<file path="src/rtl/seq_sort_network.sv">
// seq_sort_network: clocked odd-even transposition sorter for N unsigned W-bit
// elements, ascending or descending per job, one compare-exchange phase per clock.
// A job latches its input on the accepting edge. The result appears on o together
// with a one-cycle done pulse N edges later, and o holds that result until the
// next job finishes.
module seq_sort_network #(
  parameter int W  = 4,
  parameter int N  = 4,
  parameter int CW = $clog2(N) + 1
) (
  input  logic           clk,
  input  logic           rst,
  input  logic           start,
  input  logic           desc,
  input  logic [N*W-1:0] i,
  output logic           ready,
  output logic           busy,
  output logic           done,
  output logic [N*W-1:0] o
);

  localparam logic [CW-1:0] LAST_PHASE = CW'(N - 1);

  typedef enum logic [1:0] {
    S_IDLE = 2'd0,
    S_SORT = 2'd1,
    S_DONE = 2'd2
  } state_t;

  state_t                  r_state;
  state_t                  w_state_nxt;
  logic [N-1:0][W-1:0]     r_a;
  logic [N-1:0][W-1:0]     w_a_nxt;
  logic [CW-1:0]           r_phase;
  logic                    r_desc;
  logic                    r_done;
  logic                    r_busy;
  logic                    r_ready;
  logic [N*W-1:0]          r_o;
  logic                    w_load;
  logic                    w_last;
  logic [N-2:0]            w_swap;

  // Pair (j, j+1) is active when its parity matches the phase parity; an active
  // pair swaps when it is out of order for the selected direction (ties never swap).
  for (genvar j = 0; j < N - 1; j++) begin : g_cmp
    localparam logic JPAR = 1'(j % 2);
    assign w_swap[j] = (r_phase[0] == JPAR) &&
                       (r_desc ? (r_a[j] < r_a[j+1]) : (r_a[j] > r_a[j+1]));
  end

  // Each element takes its left or right neighbour when the pair it belongs to
  // swaps; active pairs in one phase never overlap, so at most one select fires.
  // For odd N the unpaired end element falls through unchanged.
  for (genvar k = 0; k < N; k++) begin : g_sel
    if (k == 0) begin : g_first
      assign w_a_nxt[k] = w_swap[k] ? r_a[k+1] : r_a[k];
    end else if (k == N - 1) begin : g_last
      assign w_a_nxt[k] = w_swap[k-1] ? r_a[k-1] : r_a[k];
    end else begin : g_mid
      assign w_a_nxt[k] = w_swap[k-1] ? r_a[k-1] :
                          (w_swap[k] ? r_a[k+1] : r_a[k]);
    end
  end

  // State register.
  always_ff @(posedge clk or posedge rst) begin
    if (rst) begin
      r_state <= S_IDLE;
    end else begin
      r_state <= w_state_nxt;
    end
  end

  // Next-state decode, plus the load and final-phase strobes.
  always_comb begin
    w_state_nxt = r_state;
    w_load      = 1'b0;
    w_last      = 1'b0;
    case (r_state)
      S_IDLE: begin
        if (start) begin
          w_state_nxt = S_SORT;
          w_load      = 1'b1;
        end else begin
          w_state_nxt = S_IDLE;
        end
      end
      S_SORT: begin
        if (r_phase == LAST_PHASE) begin
          w_state_nxt = S_DONE;
          w_last      = 1'b1;
        end else begin
          w_state_nxt = S_SORT;
        end
      end
      S_DONE: begin
        if (start) begin
          w_state_nxt = S_SORT;
          w_load      = 1'b1;
        end else begin
          w_state_nxt = S_IDLE;
        end
      end
      default: begin
        w_state_nxt = S_IDLE;
      end
    endcase
  end

  // Working array, latched direction and phase counter.
  always_ff @(posedge clk or posedge rst) begin
    if (rst) begin
      r_a     <= '0;
      r_desc  <= 1'b0;
      r_phase <= '0;
    end else if (w_load) begin
      r_a     <= i;
      r_desc  <= desc;
      r_phase <= '0;
    end else if (r_state == S_SORT) begin
      r_a     <= w_a_nxt;
      r_phase <= r_phase + CW'(1);
    end else begin
      r_a     <= r_a;
      r_desc  <= r_desc;
      r_phase <= r_phase;
    end
  end

  // Registered outputs: o updates only on the final phase; flags follow the next state.
  always_ff @(posedge clk or posedge rst) begin
    if (rst) begin
      r_o     <= '0;
      r_done  <= 1'b0;
      r_busy  <= 1'b0;
      r_ready <= 1'b1;
    end else begin
      if (w_last) begin
        r_o <= w_a_nxt;
      end else begin
        r_o <= r_o;
      end
      r_done  <= w_last;
      r_busy  <= (w_state_nxt == S_SORT);
      r_ready <= (w_state_nxt == S_IDLE) || (w_state_nxt == S_DONE);
    end
  end

  assign o     = r_o;
  assign done  = r_done;
  assign busy  = r_busy;
  assign ready = r_ready;

endmodule

</file>
<file path="config.mk">
export PLATFORM = sky130hd
export DESIGN_NAME = seq_sort_network
export DESIGN_NICKNAME = d
export VERILOG_FILES = /design/src/rtl/seq_sort_network.sv
export SDC_FILE = /design/constraint.sdc
export NUM_CORES = 1
export LEC_CHECK = 0
export CORE_ASPECT_RATIO = 0.9
export CORE_UTILIZATION = 51
export DETAILED_ROUTE_END_ITERATION = 16
export GPL_TIMING_DRIVEN = 0
export HOLD_SLACK_MARGIN = 0.05
export PLACE_DENSITY = 0.88
export SYNTH_ARGS = -nofsm -noshare
export SYNTH_HDL_FRONTEND = slang
export SYNTH_SLANG_ARGS = --single-unit
</file>
<file path="constraint.sdc">
create_clock -name clk -period 2.82 [get_ports clk]
set_input_delay 0.282 -clock clk [delete_from_list [all_inputs] [get_ports clk]]
set_output_delay 0.282 -clock clk [all_outputs]
set_load 0.01 [all_outputs]
</file>
==> out/summary.txt <==
status: finished with violations
failing checks: DRC
CP Class: reg -> reg
clk sinks: 41
total track usage: 0.274
min cycle time layout: 2.70 ns
detailed placement HPWL: 4.33 mm
FP Rows: 23
die span in x: 73.9 µm
DRT Pass-1 Iters: 11
drt drc: 1
Core Area: 0.00446 mm²
synth top area cells: dfrtp_1 (42%), ha_1 (7.4%), mux2i_1 (5.1%)
final WL: 6.00 mm
Hold Buf Count CTS: 0
Vias: 2161
nets@finish: 327
Worst EP required: 2.99 ns
Avg Synthesized Cell Area: 9.56 µm²
CTS tree: built
Max IR drop VDD: 0.000511 V
leading cell type in the layout, fill and taps excluded: dfrtp_1
grt total ovfl: 0
final slew viol count: 0
die area: 0.00493 mm²
die height: 66.7 µm
global-route wire length before repair: 10.1 mm
Resized Gates After CTS: 0
Worst-Margin Slew: 0.844 ns
Routed Antenna Nets: 0
Clock Latency Late Sink: 0.30 ns
Async SR Flop Fraction: 1.00
arrival time at the worst endpoint: 2.87 ns
Root Driver: clkbuf_8
DRT iter0 DRCs: 322
unique cell type count in the Yosys netlist: 44
area leader, netlist: dfrtp_1
vias in the first global route: 2076
Syn Nets: 282
warning count from the yosys run: 0
final hold viol count: 0
max_cap viols: 0
Startpoint Class: flip-flop
FF+latch count, synth: 41
antenna violations before repair: 0
crit path capture type: flip-flop
RSZ-0062 raised after global routing: false
number of flops mapped to enable cells by yosys: 0
Initial Util: 0.532
most frequent cells in the layout: dfrtp_1 (40), clkdlybuf4s50_1 (38), nand2_1 (28)
Fin Hold WS: 0.460 ns
LEAKAGE: 1.36 nW
Max-slew headroom: 0.437
Diodes inserted: 0
Layout area overhead: 22.8%
Max clock buf depth: 2
Max FO, Critical Path: 10
Via density: 6.07
Power Density: 1410 mW/mm²
Most used DFF post-synth: dfrtp_1
Setup Skew: 0.00738 ns
sequential area share after synthesis: 0.433
Max Fclk: 370 MHz
# IOs: 39
share of cells above drive strength 1: 0.0680
Routability Congestion: 0.979
area share of the largest cell type after synthesis: 0.422
port bufs: 38
Synth Cell Area: 0.00237 mm²
fin crit share: 0.957
setup tns final: 0 ns
Tot Pwr: 4.10 mW
routed len/inst: 16.9 µm
# setup viols final: 0
CTS clk-pin slew, worst paths: 0.08 ns
Setup Fix Bufs, Post-CTS: 0
Hold Crit Class: in -> async
cts bufs inserted: 5
cell count after synthesis: 248
largest net degree at the start of global routing: 42
htree depth: 2
[through the flow]
step                      utilization  setup slack, ns  instance area, µm²  instances
final                           0.653            0.121                2910        356
after global routing            0.653           0.0365                2910        356
after CTS                       0.653            0.210                2910        356
after detailed placement        0.634            0.254                2830        348
after global placement          0.634            0.353                2830        348
after floorplan                     -            0.581                2370        248
[synthesized netlist by cell type, types with 4 or more instances]
| cell type | n |
|---|---|
| nor2_1 | 8 |
| o21ai_0 | 18 |
| a21oi_1 | 12 |
| ha_1 | 14 |
| dfrtp_1 | 40 |
| a22oi_1 | 8 |
| a221o_1 | 8 |
| inv_1 | 20 |
| nor3_1 | 7 |
| o31ai_1 | 10 |
| nand2_1 | 28 |
| mux2i_1 | 12 |
| and2_1 | 4 |
| nor2b_1 | 4 |
| clkbuf_1 | 8 |
[layer usage]
| layer | vias up | part of all wire | track usage |
|---|---|---|---|
| met5 | - | 0 | 0 |
| met4 | 0 | 0.032 | 0.0986 |
| met3 | 23 | 0.067 | 0.0484 |
| met2 | 121 | 0.46 | 0.431 |
| met1 | 1028 | 0.44 | 0.375 |
| li1 | 989 | - | - |
[worst paths after layout]
kind	startpoint	cells after the start	slack, ns	endpoint
setup reg to reg	r_a[9]$_DFFE_PP0P_	9	0.12	r_a[8]$_DFFE_PP0P_
setup / recovery	r_a[9]$_DFFE_PP0P_	9	0.12	r_a[8]$_DFFE_PP0P_
max in group asynchronous	rst	2	1.81	o[3]$_DFFE_PP0P_
hold reg to reg	o[15]$_DFFE_PP0P_	2	0.48	o[15]$_DFFE_PP0P_
min in group clk	o[15]$_DFFE_PP0P_	2	0.48	o[15]$_DFFE_PP0P_
hold / removal	rst	2	0.46	o[2]$_DFFE_PP0P_
[cell families (layout without fill, tap and decap cells)]
kind of cell    Yosys count  after routing  share of synthesized area
buf+inv                  34             80                     0.0638
mux                      14             14                     0.0602
flops                    41             41                      0.433
fa+ha+maj                14             14                     0.0739
compound gates           82             82                      0.238
simple gates             63             63                      0.131
[state kept, by name, indices dropped and copies added (netlist names)]
register,flops
o,16
r_a,16
r_phase,3
r_state,2
busy,1
done,1
r_desc,1
ready,1
[area by class of cell]
cell class | instances | area (µm²)
Inverter | 20 | 75.1
Tap cell | 62 | 77.6
Sequential cell | 41 | 1030
Buffer | 14 | 76.3
Clock inverter | 2 | 10.0
Timing Repair Buffer | 38 | 380
Fill cell | 364 | 1550
Multi-Input combinational cell | 173 | 1190
Clock buffer | 6 | 72.6
[worst max-delay path, cell delays in order (launching register included)]
cell      delay, ns
dfrtp_1        0.48
inv_1          0.11
ha_1           0.32
nor2b_1        0.16
o211a_1        0.31
o211ai_1       0.35
o21ai_1        0.15
buf_4          0.20
a211oi_1       0.37
o31ai_1        0.12
[where the power goes]
group | switching (mW) | internal [mW]
Clock | 0.201 | 0.172
Sequential | 0.265 | 0.879
Combinational | 1.43 | 1.15
No activity file was read; power rests on OpenSTA's default activity.
